<file path="src/rtl/mac_dot_unit.sv">
// mac_dot_unit
//   Signed multiply-accumulate engine. Computes the dot product of i_len
//   operand pairs streamed over a valid/ready interface, framed by a
//   four-phase start/ack job handshake. Optional ReLU on the result and a
//   sticky overflow flag per job.
//
//   Build option: MAC_DOT_SATURATE_EN
//     defined   - accumulator clamps to the signed ACC_WIDTH limits on overflow
//     undefined - accumulator wraps modulo 2^ACC_WIDTH on overflow
//
//   Ports
//     i_clk, i_rst_n            clock (rising edge), async active-low reset
//     i_start, i_len, i_relu    job request (level) with its length / ReLU flag
//     o_ack                     job accepted, held while i_start stays high
//     i_a, i_b, i_in_valid      signed operand pair and its valid
//     o_in_ready                engine takes a/b this cycle (registered)
//     o_acc_out, o_done, o_ovf  result, one-cycle done pulse, sticky overflow
//     o_busy                    engine is not idle
//
//   state  | meaning
//   IDLE   | waiting for a new start (start must have dropped since last job)
//   ACCUM  | accepting operand pairs, in_ready high
//   DRAIN  | last pair taken, waiting for the product pipeline to empty
module mac_dot_unit #(
  parameter int WIDTH     = 8,
  parameter int ACC_WIDTH = 24,
  parameter int LEN_WIDTH = 10
) (
  input  logic                        i_clk,
  input  logic                        i_rst_n,
  input  logic                        i_start,
  input  logic        [LEN_WIDTH-1:0] i_len,
  input  logic                        i_relu,
  output logic                        o_ack,
  input  logic signed [WIDTH-1:0]     i_a,
  input  logic signed [WIDTH-1:0]     i_b,
  input  logic                        i_in_valid,
  output logic                        o_in_ready,
  output logic signed [ACC_WIDTH-1:0] o_acc_out,
  output logic                        o_done,
  output logic                        o_busy,
  output logic                        o_ovf
);

  typedef enum logic [1:0] {S_IDLE, S_ACCUM, S_DRAIN} state_t;

  localparam logic signed [ACC_WIDTH-1:0] ACC_MAX = {1'b0, {(ACC_WIDTH-1){1'b1}}};
  localparam logic signed [ACC_WIDTH-1:0] ACC_MIN = {1'b1, {(ACC_WIDTH-1){1'b0}}};

  state_t                        r_state, w_state_nxt;
  logic                          r_ack, w_ack_nxt;
  logic                          r_in_ready, w_in_ready_nxt;
  logic                          r_done, w_done_nxt;
  logic                          r_busy, w_busy_nxt;
  logic                          r_ovf, w_ovf_nxt;
  logic                          r_relu, w_relu_nxt;
  logic                          r_prod_vld, w_prod_vld_nxt;
  logic                          r_drain_settle, w_drain_settle_nxt;
  logic        [LEN_WIDTH-1:0]   r_remain, w_remain_nxt;
  logic signed [2*WIDTH-1:0]     r_prod, w_prod_nxt;
  logic signed [ACC_WIDTH-1:0]   r_acc, w_acc_nxt;
  logic signed [ACC_WIDTH-1:0]   r_acc_out, w_acc_out_nxt;

  logic                          w_xfer;
  logic                          w_accept;
  logic signed [2*WIDTH-1:0]     w_prod;
  logic signed [ACC_WIDTH:0]     w_sum;
  logic                          w_sum_ovf;

  assign w_xfer   = (r_state == S_ACCUM) && i_in_valid && r_in_ready;
  assign w_accept = (r_state == S_IDLE) && i_start && !r_ack;
  assign w_prod   = (2*WIDTH)'(i_a) * (2*WIDTH)'(i_b);

  // One guard bit above the accumulator: the top two bits differ exactly
  // when the ACC_WIDTH-bit signed add overflowed.
  assign w_sum     = (ACC_WIDTH+1)'(r_acc) + (ACC_WIDTH+1)'(r_prod);
  assign w_sum_ovf = w_sum[ACC_WIDTH] ^ w_sum[ACC_WIDTH-1];

  always_comb begin
    w_state_nxt        = r_state;
    w_ack_nxt          = i_start ? r_ack : 1'b0;
    w_in_ready_nxt     = r_in_ready;
    w_done_nxt         = 1'b0;
    w_busy_nxt         = r_busy;
    w_ovf_nxt          = r_ovf;
    w_relu_nxt         = r_relu;
    w_prod_vld_nxt     = w_xfer;
    w_prod_nxt         = w_xfer ? w_prod : r_prod;
    w_drain_settle_nxt = 1'b0;
    w_remain_nxt       = r_remain;
    w_acc_nxt          = r_acc;
    w_acc_out_nxt      = r_acc_out;

    if (r_prod_vld) begin
      w_acc_nxt = w_sum[ACC_WIDTH-1:0];
      if (w_sum_ovf) begin
        w_ovf_nxt = 1'b1;
`ifdef MAC_DOT_SATURATE_EN
        // Sign of the true sum is the guard bit.
        w_acc_nxt = w_sum[ACC_WIDTH] ? ACC_MIN : ACC_MAX;
`endif
      end
    end

    case (r_state)
      S_IDLE: begin
        if (w_accept) begin
          w_remain_nxt = i_len;
          w_relu_nxt   = i_relu;
          w_acc_nxt    = '0;
          w_ovf_nxt    = 1'b0;
          w_ack_nxt    = 1'b1;
          w_busy_nxt   = 1'b1;
          if (i_len != '0) begin
            w_in_ready_nxt = 1'b1;
            w_state_nxt    = S_ACCUM;
          end else begin
            w_drain_settle_nxt = 1'b1;
            w_state_nxt        = S_DRAIN;
          end
        end
      end
      S_ACCUM: begin
        if (w_xfer) begin
          w_remain_nxt = r_remain - LEN_WIDTH'(1);
          if (r_remain == LEN_WIDTH'(1)) begin
            w_in_ready_nxt     = 1'b0;
            w_drain_settle_nxt = 1'b1;
            w_state_nxt        = S_DRAIN;
          end
        end
      end
      S_DRAIN: begin
        // Spend at least one cycle in DRAIN so that an empty job has the
        // same two-edge done latency as the pipeline tail of a real job.
        if (!r_prod_vld && !r_drain_settle) begin
          w_acc_out_nxt = (r_relu && r_acc[ACC_WIDTH-1]) ? '0 : r_acc;
          w_done_nxt    = 1'b1;
          w_busy_nxt    = 1'b0;
          w_state_nxt   = S_IDLE;
        end
      end
      default: w_state_nxt = S_IDLE;
    endcase
  end

  always_ff @(posedge i_clk or negedge i_rst_n) begin
    if (!i_rst_n) begin
      r_state        <= S_IDLE;
      r_ack          <= 1'b0;
      r_in_ready     <= 1'b0;
      r_done         <= 1'b0;
      r_busy         <= 1'b0;
      r_ovf          <= 1'b0;
      r_relu         <= 1'b0;
      r_prod_vld     <= 1'b0;
      r_drain_settle <= 1'b0;
      r_remain       <= '0;
      r_prod         <= '0;
      r_acc          <= '0;
      r_acc_out      <= '0;
    end else begin
      r_state        <= w_state_nxt;
      r_ack          <= w_ack_nxt;
      r_in_ready     <= w_in_ready_nxt;
      r_done         <= w_done_nxt;
      r_busy         <= w_busy_nxt;
      r_ovf          <= w_ovf_nxt;
      r_relu         <= w_relu_nxt;
      r_prod_vld     <= w_prod_vld_nxt;
      r_drain_settle <= w_drain_settle_nxt;
      r_remain       <= w_remain_nxt;
      r_prod         <= w_prod_nxt;
      r_acc          <= w_acc_nxt;
      r_acc_out      <= w_acc_out_nxt;
    end
  end

  assign o_ack      = r_ack;
  assign o_in_ready = r_in_ready;
  assign o_done     = r_done;
  assign o_busy     = r_busy;
  assign o_ovf      = r_ovf;
  assign o_acc_out  = r_acc_out;

endmodule

</file>
<file path="config.mk">
export PLATFORM = sky130hd
export DESIGN_NAME = mac_dot_unit
export DESIGN_NICKNAME = d
export VERILOG_FILES = /design/src/rtl/mac_dot_unit.sv
export SDC_FILE = /design/constraint.sdc
export NUM_CORES = 1
export LEC_CHECK = 0
export CAP_MARGIN = 20
export CORE_ASPECT_RATIO = 0.8
export CORE_UTILIZATION = 54
export CTS_CLUSTER_SIZE = 25
export DETAILED_ROUTE_END_ITERATION = 8
export PLACE_DENSITY = 0.87
export REMOVE_ABC_BUFFERS = 1
export SLEW_MARGIN = 20
export SYNTH_ARGS = -nofsm -noshare
export SYNTH_HDL_FRONTEND = slang
export SYNTH_SLANG_ARGS = --single-unit
</file>
<file path="constraint.sdc">
create_clock -name i_clk -period 2.4 [get_ports i_clk]
set_input_delay 0.72 -clock i_clk [delete_from_list [all_inputs] [get_ports i_clk]]
set_output_delay 0.72 -clock i_clk [all_outputs]
set_load 0.05 [all_outputs]
</file>
# [Word level (Yosys, flattened, before mapping)]
# Index checks and enable logic that the tools add are counted.
[classes] addsub=2 mul=1 n_eq_ne=8 mux=35 n_bitwise=1 reduce_logical=19
[ops] op="$mux W24" n=4
[ops] op="$add A24 B16 Y25" n=1
[ops] op="$mux W10" n=2
[ops] op="$pmux W10 S2" n=1
[ops] op="$mux W1" n=19
[ops] op="$mul A8 B8 Y16" n=1
[ops] op="$eq A10 B1 Y1 const B" n=1
[ops] op="$mux W2" n=5
[ops] op="$reduce_bool A10 Y1" n=1
[ops] op="$sub A10 B1 Y10 const B" n=1
[ops] op="$logic_and A1 B1 Y1" n=6
[ops] op="$ne A2 B2 Y1 const B" n=3
[ops] op="$pmux W1 S2" n=3
[ops] op="$pmux W2 S3" n=1
[ops] op="$reduce_and A3 Y1" n=2
[ops] op="$reduce_and A5 Y1" n=1
[ops] op="$ne A2 B1 Y1 const B" n=2
[ops] op="$reduce_and A2 Y1" n=2
[ops] op="$reduce_and A4 Y1" n=1
[ops] op="$reduce_bool A2 Y1" n=2
[ops] op="$logic_not A1 Y1" n=3
[ops] op="$eq A2 B1 Y1 const B" n=1
[ops] op="$eq A2 B2 Y1 const B" n=1
[ops] op="$logic_not A2 Y1" n=1
[ops] op="$xor A1 B1 Y1" n=1
[word_totals] register_bits=84 inputBits=31 out_inout_bits=29 wordCells=79

# [Logic depth before layout (Yosys ltp)]
# Gate-level depths: netlist (run 1).
[logic_depth] depth_word=6 depth_mapped=18 ltp_nobuf=18

# [Worst setup path after synthesis (run 1)]
# Ideal clock, no wire load.
[synth_timing] path_kind="input to register" from="in i_b[4]" to="reg r_prod[14]" arrival_ps=4382 required_ps=2272 setup_slack_ps=-2110 stages=17 path_buffers=0 path_cell_list="and2_1 > fa_1 > inv_1 > fa_1 > inv_1 > fa_1 > inv_1 > fa_1 > inv_1 > ha_1 > a21oi_1 > o21bai_1 > a21oi_1 > o21bai_1 > a31oi_1 > mux2i_1 > nand3_1"
[synth_between] elab_chain_len=1
[synth_lines] item="start: declaration" line_no="36" text="input logic signed [WIDTH-1:0] i_b,"
[synth_lines] item="$mul A8 B8 Y16" line_no="72" text="assign w_prod = (2*WIDTH)'(i_a) * (2*WIDTH)'(i_b);"
[synth_lines] item="end signal: assignment" line_no="173" text="r_prod <= w_prod_nxt;"
[synth_lines] item="end: declaration" line_no="60" text="logic signed [2*WIDTH-1:0] r_prod, w_prod_nxt;"
# Every way passes these cells.
# A chain may end at the register's enable or synchronous reset.

# [Worst setup path in the final report (run 1)]
[layout_timing] from="in i_a[6]" to="reg r_prod[14]"
[layout_between] elab_chain_len=1
[layout_lines] item="start: declaration" line_no="35" text="input logic signed [WIDTH-1:0] i_a,"
[layout_lines] item="$mul A8 B8 Y16" line_no="72"
# Every way passes these cells.

==> results of run 1 <==
## synth_stat cells (8+ instances only)
master | count | area [um2]
ha_1 | 55 | 688
inv_1 | 94 | 353
xnor2_1 | 27 | 236
xor2_1 | 8 | 70.1
a21oi_1 | 41 | 205
dfrtp_1 | 84 | 2100
nand3_1 | 13 | 65.1
nand2b_1 | 8 | 50.1
nor3_1 | 14 | 70.1
and2_1 | 44 | 275
a21o_1 | 11 | 82.6
clkbuf_1 | 17 | 63.8
nor2_1 | 48 | 180
fa_1 | 56 | 1120
o21ai_0 | 53 | 265
nor2b_1 | 8 | 50.1
nand2_1 | 119 | 447
mux2i_1 | 21 | 210
## per-layer routing
layer / track usage (%) / wire length [um] / vias to the layer above
li1: - / - / 2972
met1: 37.4 / 8890 / 3346
met2: 50.9 / 11100 / 543
met3: 5.39 / 2170 / 194
met4: 13.4 / 1820 / 0
met5: 0 / 0 / -
## sequential cells by signal, summed over array words and instances, names as in the netlist, 2 cells and up
register,cells
o_acc_out,24
r_state,2
r_remain,10
r_prod,16
r_acc,24
## metrics by stage
| step | cells | setup WS (ns) |
|---|---|---|
| final | 1139 | -2.22 |
| after floorplan | 781 | -2.11 |
| after global routing | 1139 | -2.29 |
| after global placement | 1102 | -2.73 |
| after detailed placement | 1102 | -2.93 |
| after CTS | 1130 | -1.83 |
## cell type report
class / instances / area [um2]
Timing Repair Buffer: 167 / 1490
Sequential cell: 84 / 2100
Multi-Input combinational cell: 603 / 5280
Fill cell: 729 / 3250
Tap cell: 175 / 219
Clock buffer: 12 / 236
Inverter: 94 / 353
Clock inverter: 4 / 26.3
## critical path, cell delays in order
cell and delay [ns]:
buf_6 0.10, and2_4 0.15, fa_1 0.53, inv_1 0.05
fa_1 0.51, inv_2 0.05, fa_1 0.56, inv_2 0.05
fa_1 0.51, inv_2 0.05, ha_4 0.24, a21oi_4 0.27
o21bai_4 0.09, a21oi_2 0.22, o21bai_2 0.11, a31oi_2 0.23
mux2i_1 0.26, nand3_1 0.11
## cell families after synthesis
group	count (synthesis)	share of synthesized area, %
mux	22	3.07
compound gates	158	14.1
simple gates	277	18.1
flops	84	29.1
xor+xnor	35	4.24
fa+ha+maj	111	25.0
buf+inv	119	6.34
## worst max path at each step
stage                     slack [ns]   start                     end  depth (start not counted)
after floorplan                -2.11  i_b[4]  r_prod[14]$_DFFE_PN0P_                         17
after global placement         -2.73  i_b[6]  r_prod[15]$_DFFE_PN0P_                         17
after detailed placement       -2.93  i_b[6]  r_prod[15]$_DFFE_PN0P_                         17
after CTS                      -1.83  i_a[4]  r_prod[14]$_DFFE_PN0P_                         18
after global routing           -2.29  i_b[6]  r_prod[14]$_DFFE_PN0P_                         17
final                          -2.22  i_a[6]  r_prod[14]$_DFFE_PN0P_                         18
## power by group
part           internal (mW)  leakage (nW)  switching [mW]
Sequential              2.09          1.05           0.611
Combinational           4.80          3.42            6.51
Clock                  0.700         0.127           0.559
## cell usage in the layout, fill, tap and decap left out, types with 25 or more instances in the layout
| cell | n |
|---|---|
| nor2_1 | 47 |
| and2_1 | 25 |
| o21ai_0 | 39 |
| inv_1 | 73 |
| dfrtp_1 | 83 |
| nand2_1 | 114 |
| clkdlybuf4s50_1 | 42 |
| fa_1 | 52 |
| ha_1 | 34 |
| a21oi_1 | 28 |
| buf_6 | 30 |
| buf_4 | 90 |
## what timing repair did
| action | 4_1_cts | 5_1_grt |
|---|---|---|
| resized for setup | 183 | 67 |
| setup endpoints to repair | 23 | 26 |
| pin swaps | 87 | 50 |
| buffers inserted | 20 | 13 |
==> metrics.txt, run 1 <==
Initial Utilization=55.7%; largest net degree at the start of global routing=85; fin. max-slew vios=0; DP Area=8600 um2; routed vias/inst=6.19; status=finished with violations; hold slack=0.400 ns; Post-Route Setup TNS=-21.20 ns; final period utilization=193%; Layout Nets=1101; number of global-route vias before repair=6878; Seq/Total Area, Yosys=29.1%; Die Ht=105 um; H-tree depth=3; Hold Crit Class=primary input to async pin; pwr dens=1570 nW/um2; Num CTS Buffers=9; cell leakage power=4.59 nW; Critical Path Fanout Max=3; aggregate global routing overflow=0; Clock Sinks=84; Core Area=13000 um2; crit path DAT=4.83 ns; min setup slack post-route=-2.22 ns; Final Cell Area=9710 um2; first-pass GRT wire length=32800 um; Worst VDD drop=0.807 mV; TritonCTS clock tree=built; Core Util, Final=74.9%; vias=7055; Async SR Flop Fraction=100%; f_max=0.216 GHz; WP data required=2.61 ns; Area growth syn-to-layout=34.5%; layout cells sized above 1=28.0%; Die ar.=13800 um2; predominant post-synthesis flop cell=dfrtp_1; DRT Pass-1 Iters=5; Setup CP Type=primary input to flip-flop; Clock transition at path regs=0.06 ns; Max Cap Violations=0; IO Port Bufs=59; Worst R2R End=r_acc[20]$_DFF_PN0_; Avg WL per Cell=21.0 um; hold_buf cts=0; antenna viol nets, final=0; num rows=37; Starting DRT DRC Count=754; IO Pins=60; RR Startpoint=r_acc[12]$_DFF_PN0_; Worst Tran Pin Value=0.949 ns; DP HPWL=between 10000 and 15000 um; worst-skew pair later-pin latency=0.34 ns; Synth Instances=806; Post-synth EDFFs=0; gr usage total=29.9%; Tmin final=4.62 ns; Synth Area per Inst=approximately 9 um2; final hold viol count=0; failing checks=negative setup slack; RSZ-0062 raised after global routing=true; Synth cell types=58; Synth warnings=0; final WL=23900 um; Clock Path Buffers=2; skew final=0.00736 ns; Die Width=around 130 um; Max-slew headroom=a little over a third; Ant. Diodes=0; crit path capture type=flip-flop; worst r2r path cells=9; Finish-stage setup viols=24; clock root buffer=clkbuf_16; power consumption=15.3 mW; Yosys reg bits=84; R2R Setup Slk=-0.27 ns; GP Congestion=0.902; Mapped Area=7220 um2; antenna violations before repair=0; crit start category=primary input; Residual DRC=0
No activity file was read; power rests on OpenSTA's default activity.
==> inputs of run 2 (changes only) <==
- CORE_UTILIZATION: 54 -> 59
- CTS_CLUSTER_DIAMETER: not set -> 50
- DONT_BUFFER_PORTS: not set -> 1
==> run 2 against run 1 <==
The run still ends with negative setup slack left. Maximum frequency up 8.4%. Die area down 8.3%. Non-clock buffer count down 87. Register-to-register slack worse by 0.02 ns. Wire length down 18%. Utilization down 1.3 points. Power down 8.5%. Final area down 11%. Sequential power up 28%. Sequential cell count unchanged. Global-route usage down 0.37 points.
==> metrics.txt, run 2 (synthesized netlist as in run 1, its figures left out) <==
gr usage total=29.5%; Cells after DPL=just under 1000; Finish-stage setup viols=24; pwr dens=1620 nW/um2; cell leakage power=between 4 and 5 nW; Core Area=11700 um2; failing checks=negative setup slack; vias=around 6300; Reg area=2100 um2; Critical-path top delay cell=fa_1; crit path capture type=flip-flop; first-pass GRT wire length=29300 um; Die Ht=101 um; num rows=35; DRT Pass-1 Iters=5; IO Pins=60; Num CTS Buffers=9; area occupied by multi-input gates=5090 um2; Post-Route Setup TNS=-17.68 ns; antenna viol nets, final=0; Setup CP Type=primary input to flip-flop; Max-slew headroom=42.2%; clock root buffer=clkbuf_16; Worst R2R End=r_acc[18]$_DFF_PN0_; skew final=0.00744 ns; Area growth syn-to-layout=19.6%; R2R Setup Slk=-0.29 ns; CP Launch Point=i_b[3]; Tmin final=4.26 ns; status=finished with violations; Die ar.=12700 um2; most frequent cells in the layout=nand2_1 (116), dfrtp_1 (83), inv_1 (74), buf_4 (72), fa_1 (52); critical path's most frequent cell=fa_1; Worst VDD drop=0.825 mV; Starting DRT DRC Count=508; Non-Filler Instances=1025; Final Cell Area=roughly 8600 um2; power consumption=around 14 mW; Critical Path Fanout Max=8; worst-path cell chain=and2_1 -> fa_1 -> inv_1 -> fa_1 -> inv_2 -> fa_1 -> inv_2 -> fa_1 -> inv_2 -> ha_4 -> a21oi_4 -> o21bai_2 -> a21oi_2 -> o21bai_2 -> buf_4 -> a21oi_2 -> xor2_1 -> o21ai_1; Hold Crit Class=primary input to async pin; CP max stage delay=0.56 ns; Die Width=126 um; Initial Utilization=61.5%; aggregate global routing overflow=0; RR Startpoint=r_prod[0]$_DFFE_PN0P_; RSZ-0062 raised after global routing=true; DP HPWL=11600 um; hold slack=0.0725 ns; Avg WL per Cell=19.1 um; Clock transition at path regs=about 0.060 ns; WP buf/inv=5; fin. max-slew vios=0; hold_buf cts=0; routed vias/inst=6.12; antenna violations before repair=0; GP Congestion=0.892; f_max=between 0.2 and 0.25 GHz; Worst Tran Pin Value=0.866 ns; Clock Sinks=84; Core Util, Final=73.6%; CP Depth=18; Clock Path Buffers=2; final WL=19500 um; worst r2r path cells=11; Max Cap Violations=0; Residual DRC=0; layout cells sized above 1=22.6%; final hold viol count=0; min setup slack post-route=-1.86 ns; pre-CTS setup slack=-2.29 ns; commonest non-fill, non-tap cell in the layout=nand2_1; Fill cells=approximately 750; IO Port Bufs=0; WP data required=2.62 ns; delay-heaviest family, CP=adder cells; H-tree depth=3; TritonCTS clock tree=built; largest net degree at the start of global routing=85; Ant. Diodes=0; DP Area=7800 um2; crit start category=primary input; final period utilization=178%; Layout Nets=1014; number of global-route vias before repair=approximately 6100; worst-skew pair later-pin latency=roughly 0.34 ns; Setup crit end=r_prod[12]$_DFFE_PN0P_; crit path DAT=~4.5 ns
-- run 2: changes by cell type in the layout (fill, tap and decap cells not counted), moves of 3 or more --
cell | before | now
and2_4 | 18 | 8
and2_1 | 25 | 36
buf_6 | 30 | 8
ha_1 | 34 | 41
ha_4 | 18 | 13
buf_4 | 90 | 72
a21oi_4 | 6 | 2
a21oi_1 | 28 | 31
clkdlybuf4s50_1 | 42 | 0
-- run 2: final cells by class --
cell class	instances	area share [%]
clock inverter	4	0.290
multi-input combinational	603	59.0
sequential	84	24.3
inverter	94	4.11
timing repair buffer	80	7.30
clock buffer	12	2.85
tap	148	2.14
-- run 2: what timing repair did --
item / CTS / global route
gates cloned: 0 / 0
endpoints found under the hold margin: 0 / 0
resized for setup: 76 / 39
setup endpoints to repair: 21 / 26
pin swaps: 45 / 51
setup buffers: 6 / 13
-- run 2: layer usage --
layer	global-route usage [%]	routed length, um	vias up
li1	-	-	2806
met1	37.0	7820	3053
met2	50.3	9530	323
met3	6.42	1370	87
met4	11.7	826	0
met5	0	0	-
-- run 2: how the worst min path moves through the flow --
stage,end,slack [ns],cells after the start
after detailed placement,o_acc_out[0]$_DFFE_PN0P_,0.43,0
after global routing,o_acc_out[1]$_DFFE_PN0P_,0.06,0
after global placement,o_acc_out[0]$_DFFE_PN0P_,0.43,0
after floorplan,o_acc_out[0]$_DFFE_PN0P_,0.42,0
final,o_acc_out[0]$_DFFE_PN0P_,0.07,0
after CTS,o_acc_out[0]$_DFFE_PN0P_,0.07,0
-- run 2: power by group --
part	internal [mW]	switching, mW
Clock	0.726	0.546
Combinational	4.27	4.97
Sequential	2.07	1.38
-- run 2: worst reg2reg max path: stages (launching register included) --
cell,delay [ns]
dfrtp_1,0.41
ha_4,0.18
fa_2,0.40
a211oi_2,0.26
o211ai_1,0.21
buf_4,0.21
a211oi_4,0.31
nor2_2,0.09
a211oi_2,0.21
xnor2_1,0.09
mux2i_1,0.14
nor2_1,0.06
